==> config.mk <==
export PLATFORM = sky130hd
export DESIGN_NAME = seg7_scan_capture
export DESIGN_NICKNAME = d
export VERILOG_FILES = /design/src/rtl/seg7_pkg.sv /design/src/rtl/seg7_to_hex.sv /design/src/rtl/seg7_scan_capture.sv
export SDC_FILE = /design/constraint.sdc
export NUM_CORES = 1
export LEC_CHECK = 0
export ABC_AREA = 1
export ABC_CLOCK_PERIOD_IN_PS = 4600
export CELL_PAD_IN_SITES_DETAIL_PLACEMENT = 1
export CELL_PAD_IN_SITES_GLOBAL_PLACEMENT = 1
export CORE_AREA = 2 2 113 115
export CTS_BUF_LIST = sky130_fd_sc_hd__clkbuf_2
export DETAILED_ROUTE_END_ITERATION = 8
export DIE_AREA = 0 0 115 117
export GPL_ROUTABILITY_DRIVEN = 0
export GPL_TIMING_DRIVEN = 0
export PLACE_DENSITY_LB_ADDON = 0.05
export SETUP_SLACK_MARGIN = 0.02
export SLEW_MARGIN = 15
export SYNTH_ARGS = -nofsm -noshare
export SYNTH_HDL_FRONTEND = slang
export SYNTH_SLANG_ARGS = --single-unit
==> constraint.sdc <==
create_clock -name i_clk -period 4.6 [get_ports i_clk]
set_clock_uncertainty 0.1 [all_clocks]
set_input_delay 0.92 -clock i_clk [delete_from_list [all_inputs] [get_ports i_clk]]
set_output_delay 0.92 -clock i_clk [all_outputs]
set_load 0.05 [all_outputs]
==> src/rtl/seg7_pkg.sv <==
// Shared definitions for the 7-segment scan capture: segment patterns, FSM states, bus layout.
package seg7_pkg;

  // Active-low segment patterns, bit 6 = a ... bit 0 = g
  localparam logic [6:0] SEG_0     = 7'h01;
  localparam logic [6:0] SEG_1     = 7'h4F;
  localparam logic [6:0] SEG_2     = 7'h12;
  localparam logic [6:0] SEG_3     = 7'h06;
  localparam logic [6:0] SEG_4     = 7'h4C;
  localparam logic [6:0] SEG_5     = 7'h24;
  localparam logic [6:0] SEG_6     = 7'h20;
  localparam logic [6:0] SEG_7     = 7'h0F;
  localparam logic [6:0] SEG_8     = 7'h00;
  localparam logic [6:0] SEG_9     = 7'h04;
  localparam logic [6:0] SEG_A     = 7'h08;
  localparam logic [6:0] SEG_B     = 7'h60;
  localparam logic [6:0] SEG_C     = 7'h31;
  localparam logic [6:0] SEG_D     = 7'h42;
  localparam logic [6:0] SEG_E     = 7'h30;
  localparam logic [6:0] SEG_F     = 7'h38;
  localparam logic [6:0] SEG_BLANK = 7'h7F;

  localparam int SEG_IDX_A = 6;
  localparam int SEG_IDX_B = 5;
  localparam int SEG_IDX_C = 4;
  localparam int SEG_IDX_D = 3;
  localparam int SEG_IDX_E = 2;
  localparam int SEG_IDX_F = 1;
  localparam int SEG_IDX_G = 0;

  typedef enum logic [1:0] {
    ST_IDLE   = 2'd0,
    ST_SETTLE = 2'd1,
    ST_HOLD   = 2'd2
  } state_t;

  typedef struct packed {
    logic [3:0] an_n;
    logic [6:0] seg_n;
    logic       dp_n;
  } bus_t;

  function automatic logic onehot_low(input logic [3:0] an_n);
    return ($countones(~an_n) == 1);
  endfunction

endpackage

==> src/rtl/seg7_to_hex.sv <==
// Pattern decoder: active-low segments -> {nibble, blank, err}.
// Latency: combinational; no backpressure.
module seg7_to_hex
  import seg7_pkg::*;
(
  input  logic [6:0] i_seg_n,
  output logic [3:0] o_nibble,
  output logic       o_blank,
  output logic       o_err
);

  always_comb begin
    o_nibble = 4'h0;
    o_blank  = 1'b0;
    o_err    = 1'b0;
    case (i_seg_n)
      SEG_0:     o_nibble = 4'h0;
      SEG_1:     o_nibble = 4'h1;
      SEG_2:     o_nibble = 4'h2;
      SEG_3:     o_nibble = 4'h3;
      SEG_4:     o_nibble = 4'h4;
      SEG_5:     o_nibble = 4'h5;
      SEG_6:     o_nibble = 4'h6;
      SEG_7:     o_nibble = 4'h7;
      SEG_8:     o_nibble = 4'h8;
      SEG_9:     o_nibble = 4'h9;
      SEG_A:     o_nibble = 4'hA;
      SEG_B:     o_nibble = 4'hB;
      SEG_C:     o_nibble = 4'hC;
      SEG_D:     o_nibble = 4'hD;
      SEG_E:     o_nibble = 4'hE;
      SEG_F:     o_nibble = 4'hF;
      SEG_BLANK: o_blank  = 1'b1;
      default:   o_err    = 1'b1;
    endcase
  end

endmodule

==> src/rtl/seg7_scan_capture.sv <==
// Reconstructs a 4-digit hex value from a multiplexed active-low 7-segment bus.
// Latency: digit latched STABLE_CYCLES after first stable input, frame outputs one edge later; monitor only, no backpressure.
module seg7_scan_capture
  import seg7_pkg::*;
#(
  parameter int STABLE_CYCLES  = 4,
  parameter int TIMEOUT_CYCLES = 1_000_000
) (
  input  logic        i_clk,
  input  logic        i_rst,
  input  logic [6:0]  i_seg_n,
  input  logic        i_dp_n,
  input  logic [3:0]  i_an_n,
  output logic [15:0] o_value,
  output logic [3:0]  o_dp,
  output logic [3:0]  o_blank,
  output logic [3:0]  o_err,
  output logic        o_frame_valid,
  output logic        o_stale
);

  localparam int CW = $clog2(STABLE_CYCLES + 1);
  localparam int TW = $clog2(TIMEOUT_CYCLES + 1);

  bus_t          r_sample, r_prev;
  state_t        r_state, w_state_nxt;
  logic [CW-1:0] r_cnt, w_cnt_nxt;
  logic          w_onehot, w_same, w_latch, w_frame_done;
  logic [3:0]    w_nibble;
  logic          w_is_blank, w_is_err;
  logic [15:0]   r_stg_value, r_value;
  logic [3:0]    r_stg_dp, r_stg_blank, r_stg_err, r_seen;
  logic [3:0]    r_dp, r_blank, r_err;
  logic          r_frame_valid, r_stale;
  logic [TW-1:0] r_to_cnt;

  assign w_onehot     = onehot_low(r_sample.an_n);
  assign w_same       = (r_sample == r_prev);
  assign w_frame_done = (r_seen == 4'hF);

  seg7_to_hex u_dec (
    .i_seg_n  (r_sample.seg_n),
    .o_nibble (w_nibble),
    .o_blank  (w_is_blank),
    .o_err    (w_is_err)
  );

  always_ff @(posedge i_clk) begin
    if (i_rst) begin
      r_sample <= '0;
      r_prev   <= '0;
      r_state  <= ST_IDLE;
      r_cnt    <= '0;
    end else begin
      r_sample <= {i_an_n, i_seg_n, i_dp_n};
      r_prev   <= r_sample;
      r_state  <= w_state_nxt;
      r_cnt    <= w_cnt_nxt;
    end
  end

  always_comb begin
    w_state_nxt = r_state;
    case (r_state)
      ST_IDLE:   if (w_onehot) w_state_nxt = ST_SETTLE;
      ST_SETTLE: begin
        if (!w_onehot)
          w_state_nxt = ST_IDLE;
        else if (w_same && r_cnt == CW'(STABLE_CYCLES - 1))
          w_state_nxt = ST_HOLD;
      end
      // A change leaving HOLD is evaluated as if from IDLE in the same cycle
      ST_HOLD:   if (!w_same) w_state_nxt = w_onehot ? ST_SETTLE : ST_IDLE;
      default:   w_state_nxt = ST_IDLE;
    endcase
  end

  always_comb begin
    w_latch   = 1'b0;
    w_cnt_nxt = r_cnt;
    case (r_state)
      ST_IDLE:   w_cnt_nxt = w_onehot ? CW'(1) : CW'(0);
      ST_SETTLE: begin
        if (!w_onehot)
          w_cnt_nxt = CW'(0);
        else if (!w_same)
          w_cnt_nxt = CW'(1);
        else begin
          w_cnt_nxt = r_cnt + CW'(1);
          w_latch   = (r_cnt == CW'(STABLE_CYCLES - 1));
        end
      end
      ST_HOLD:   if (!w_same) w_cnt_nxt = w_onehot ? CW'(1) : CW'(0);
      default:   w_cnt_nxt = CW'(0);
    endcase
  end

  always_ff @(posedge i_clk) begin
    if (i_rst) begin
      r_stg_value <= '0;
      r_stg_dp    <= '0;
      r_stg_blank <= '0;
      r_stg_err   <= '0;
      r_seen      <= '0;
    end else begin
      if (w_latch) begin
        for (int i = 0; i < 4; i++) begin
          if (!r_sample.an_n[i]) begin
            r_stg_value[i*4 +: 4] <= w_nibble;
            r_stg_dp[i]           <= ~r_sample.dp_n;
            r_stg_blank[i]        <= w_is_blank;
            r_stg_err[i]          <= w_is_err;
          end
        end
      end
      // A latch implies a one-hot-low anode, so ~an_n is the digit mask
      r_seen <= (w_frame_done ? 4'h0 : r_seen) | (w_latch ? ~r_sample.an_n : 4'h0);
    end
  end

  always_ff @(posedge i_clk) begin
    if (i_rst) begin
      r_value       <= '0;
      r_dp          <= '0;
      r_blank       <= 4'hF;
      r_err         <= '0;
      r_frame_valid <= 1'b0;
      r_stale       <= 1'b0;
      r_to_cnt      <= '0;
    end else begin
      r_frame_valid <= w_frame_done;
      if (w_frame_done) begin
        r_value  <= r_stg_value;
        r_dp     <= r_stg_dp;
        r_blank  <= r_stg_blank;
        r_err    <= r_stg_err;
        r_to_cnt <= '0;
        r_stale  <= 1'b0;
      end else if (r_to_cnt != TW'(TIMEOUT_CYCLES)) begin
        r_to_cnt <= r_to_cnt + TW'(1);
        if (r_to_cnt == TW'(TIMEOUT_CYCLES - 1)) r_stale <= 1'b1;
      end
    end
  end

  assign o_value       = r_value;
  assign o_dp          = r_dp;
  assign o_blank       = r_blank;
  assign o_err         = r_err;
  assign o_frame_valid = r_frame_valid;
  assign o_stale       = r_stale;

endmodule
# Word level (Yosys, flattened, before mapping)
# Cells that the tools add are included.
# op_classes
addsub	5
muxes	19
bitwise_logic	7
n_eq_ne	27
n_reduce_logical	11
# op_table
operator	n
case mux 4 bit (15 select lines)	1
== test 7 x 6 -> 1 bit (second input constant)	5
== test 7 bit (second input constant)	5
adder 20 x 1 -> 20 bit (second input constant)	1
== test 20 bit (second input constant)	1
!= test 20 bit (second input constant)	1
OR reduction 17 bit	1
== test 7 x 3 -> 1 bit (second input constant)	2
== test 7 x 4 -> 1 bit (second input constant)	2
== test 12 bit	1
AND reduction 2 bit	5
2-to-1 mux 3 bit	3
case mux 3 bit (3 select lines)	1
2-to-1 mux 2 bit	4
2-to-1 mux 4 bit	2
== test 7 x 1 -> 1 bit (second input constant)	1
== test 7 x 5 -> 1 bit (second input constant)	1
zero test 7 bit	1
2-to-1 mux 1 bit	7
case mux 2 bit (3 select lines)	1
inverter 1 bit	5
adder 1 x 1 -> 2 bit	2
== test 4 bit (second input constant)	1
!= test 2 bit (second input constant)	2
other kinds (13)	13
# totals
input_bits	14
output_inout_bits	30
regBits	111

# Logic depth before layout (Yosys ltp)
# logic_depth
depth_word	8
depth_mapped	12
ltp_nobuf	12

# Hierarchy
# Synthesis repeated with hierarchy kept, for this count alone.
# hier_totals
cells_unflattened	633
area_unflattened_um2	4708.3
# modules_own_cells
module	instances	cells_each	seq_area_each_um2	area_each_um2
seg7_scan_capture	1	554	2222.1	4352.9
seg7_to_hex	1	79	0.0	355.3

# Worst setup path before layout
# Ideal clock, no wire load.
# synth_path
path_kind	register -> register
from	register r_sample[8] (netlist name)
to	register r_stg_err[2]
t_required_ns	4.386
n_path_buf	0
stages_incl_launch_ff	11
synth_period_minus_slack_ns	2.551
arrival_time_ns	2.337
path_slack_ns	2.049
path_cell_list	dfxtp_1 > fa_1 > inv_1 > ha_1 > ha_1 > nor3b_1 > nand2_1 > inv_1 > nand4_2 > nor2_1 > nor2_1
# synth_between
elab_chain_cells	7
word_cells_on_any_way	9
# synth_rtl
item	line_no	source
start, declared	seg7_scan_capture.sv:25	bus_t r_sample, r_prev;
start signal, assigned	seg7_scan_capture.sv:55	r_sample <= {i_an_n, i_seg_n, i_dp_n};
inverter 4 bit	seg7_pkg.sv:44	return ($countones(~an_n) == 1);
adder 1 x 1 -> 2 bit (not written as such)	seg7_pkg.sv:44	
adder 2 x 2 -> 3 bit (not written as such)	seg7_pkg.sv:44	
== test 3 x 1 -> 1 bit	seg7_pkg.sv:44	
2-to-1 mux 1 bit *	seg7_scan_capture.sv:84	if (!w_onehot)
2-to-1 mux 1 bit *	seg7_scan_capture.sv:81	case (r_state)
AND reduction 2 bit (no line) *	--	
end signal, assigned by index	seg7_scan_capture.sv:112	r_stg_err[i] <= w_is_err;
end, declared	seg7_scan_capture.sv:32	logic [3:0] r_stg_dp, r_stg_blank, r_stg_err, r_seen;
# Mark *: on every way between the ends. The rest lies on a longest branch, timed or not.
# A chain may end at the register's enable or synchronous reset.

# Final worst setup path
# layout_path
from	register r_sample[8] (netlist name)
to	register r_stg_value[9]
# layout_between
elab_chain_cells	7
word_cells_on_any_way	9
# layout_rtl
item	line_no	source
inverter 4 bit	seg7_pkg.sv:44	
adder 1 x 1 -> 2 bit (not written as such)	seg7_pkg.sv:44	
adder 2 x 2 -> 3 bit (not written as such)	seg7_pkg.sv:44	
== test 3 x 1 -> 1 bit	seg7_pkg.sv:44	
2-to-1 mux 1 bit *	seg7_scan_capture.sv:84	
2-to-1 mux 1 bit *	seg7_scan_capture.sv:81	
AND reduction 2 bit (no line) *	--	
end signal, assigned by index	seg7_scan_capture.sv:109	r_stg_value[i*4 +: 4] <= w_nibble;
end, declared	seg7_scan_capture.sv:31	logic [15:0] r_stg_value, r_value;
# Marks and branches as above.

==> metrics.txt <==
synthesized area=4780 µm²; worst slew pin tran=691 ps; Worst R2R Setup Slack=1580 ps; io pins=44; fin crit share=65.7%; worst-path cell with the longest stage delay=fa_1; routed via count=4,318; initial antenna violation count=0; maximum VDD drop=0.000144 V; busiest grt layer=met2; ys async rst share=0%; share of cells above drive strength 1=6.25%; RSZ-0062 raised after global routing=no; PortBufs=42; critical path required time=5090 ps; clock share of power=27.4%; Yosys warnings=0; register area=2220 µm²; synth unique cells=31; CTS tree=yes; first-pass GRT wire length=20.2 mm; drt wl/cell=13.8 µm; setup violators final=0; DR pass1 iterations=4; M1 GR Usage=22.1%; HPWL Detailed=9.40 mm; Post-CTS Setup Inserts=0; sequential share of power=64.4%; final hold vios=0; DRC violations left=0; non-filler instance count after layout=870; status=finished clean; Highest Clock Rate=331 MHz; top post-synthesis cells by area=dfxtp_1, nand2_1, nor2_1, inv_1, nand4_1; grt met2 use=35.1%; fin crit period=3020 ps; P&R area growth vs syn=14.8%; Yosys reg bits=111; share of the synthesized area in the top cell type=46.5%; placed cell count=854; Post-Synthesis Net Count=683; Iteration-0 DRC Markers=165; CTS sink cnt=111; switching fraction of total power=28.7%; Inserted Diodes=0; number of vias per cell=4.96; Cell Rows=41; share of the yosys chip area belonging to registers=46.5%; Design Power=1.54 mW; Die W=115 µm; clk root buf=clkbuf_2; post-CTS sizing=0; pins over their slew limit=0; core area=12,300 µm²; crit path kind=reg2reg; Comb power frac=8.2%; Fin Setup TNS=0 ps; CP Launch Type=flop; clock buffer depth=2; crit path DAT=3520 ps; Leak Pwr=2.32 nW; die footprint=13,500 µm²; cts hold-fix bufs=0; commonest register cell after synthesis=dfxtp_1; CTS H-tree depth=3; Final ANT Viol Nets=0; Worst setup EP type=flop; nets@finish=736; pin count of the biggest net entering global routing=20; crit-path max cell delay=560 ps; Worst Hold Class=reg2reg; pwr/cell area=281 nW/µm²; Mapped Cells=662; internal power=1.10 mW; cell mode on critical path=nand2_1; number of flops mapped to enable cells by yosys=0; drt total wl=12.0 mm; Die Span Y=117 µm; Filler cells=1,589; M3 GR Usage=4.79%; most frequent cell after synthesis=nand2_1; area leader, netlist=dfxtp_1; cts bufs inserted=9; gr usage total=19.2%; Clk Latency, worst-skew pair=650 ps; area taken by multi-input logic gates=2140 µm²; relative slew slack=53.6%; Reg clk slew, reported paths=310 ps; Initial Utilization=38.8%; crit-path cells=fa_1 > inv_1 > ha_1 > ha_1 > nor3b_1 > nand2_1 > inv_1 > nand4_2 > nand2_1 > nand2_1 > nor2_1; largest fanout on the critical path=9; syn_area_per_cell=7.22 µm²; sw power=443 µW; grt ovf=0; synth cell count leaders=nand2_1, nor2_1, dfxtp_1; Max Cap Viol=0; vias in the first global route=4,295
==> cell usage in the layout (no fill, tap or decap), drive strengths merged, types with 3 or more instances in the layout <==
master         count
nand3             25
or2                5
nor3               9
o21ai             22
xnor2              5
ha                 6
a21oi             27
nand2            153
inv               89
buf                5
nor2             139
o21a               3
nand4             28
a22o              15
dfxtp            111
clkinv             3
clkbuf            23
clkdlybuf4s50     42
==> final cells by class <==
cell class	count	area share (%)
tap	150	3.42
sequential	111	40.5
multi-input combinational	445	39.1
inverter	87	5.95
clock buffer	9	0.821
timing repair buffer	42	7.66
clock inverter	7	1.00
buffer	19	1.60
==> worst paths after layout <==
| kind | to | cells past startpoint | from |
|---|---|---|---|
| min reg2reg | o_blank[3] | 2 | r_stg_blank[3] |
| min | o_blank[3] | 2 | r_stg_blank[3] |
| max | r_stg_value[9] | 11 | r_sample[8] |
| max reg2reg | r_stg_value[9] | 11 | r_sample[8] |
==> logic make-up after synthesis <==
logic type | after synthesis | share of synthesized area [%]
compound gates | 68 | 8.51
xor+xnor | 6 | 1.10
fa+ha+maj | 7 | 1.99
buf+inv | 106 | 8.66
flops | 111 | 46.5
simple gates | 364 | 33.3
==> power by group through the flow <==
stage               combinational (mW)  clock, mW  sequential, mW
finish                           0.127      0.423           0.995
global route                     0.147      0.489           0.999
CTS                              0.129      0.450           0.996
detailed placement               0.129          0            1.01
global placement                 0.124          0            1.01
floorplan                       0.0869          0            1.01
==> sequential cells by signal, summed over array words and instances (netlist names) <==
| signal | count |
|---|---|
| o_frame_valid | 1 |
| r_state | 2 |
| r_stg_err | 4 |
| o_value | 16 |
| o_blank | 4 |
| r_stg_value | 16 |
| r_prev | 12 |
| r_cnt | 3 |
| o_stale | 1 |
| r_seen | 4 |
| r_stg_blank | 4 |
| o_err | 4 |
| r_to_cnt | 20 |
| o_dp | 4 |
| r_stg_dp | 4 |
| r_sample | 12 |
==> critical path, delay by kind of cell (launching register included) <==
kind	cells	cell delay [ps]
adders and majority gates	3	1000
buffers and inverters	2	330
DFF	1	470
and+or+nand+nor	6	1090
==> stage by stage <==
step | worst slack (ps) | hold slack, ps | instance area, µm² | util [%]
3_5_place_dp | 1610 | 348 | 5390 | 43.8
3_3_place_gp | 1720 | 338 | 5390 | 43.8
4_1_cts | 1550 | 362 | 5490 | 44.6
6_report | 1580 | 349 | 5490 | 44.6
5_1_grt | 1300 | 381 | 5490 | 44.6
2_1_floorplan | 2050 | 328 | 4780 | -
==> metal layers <==
| layer | vias to the layer above | routed length [µm] |
|---|---|---|
| li1 | 2193 | - |
| met1 | 2066 | 5370 |
| met2 | 42 | 6110 |
| met3 | 17 | 302 |
| met4 | 0 | 228 |
| met5 | - | 0 |
No activity file was read; power rests on OpenSTA's default activity.
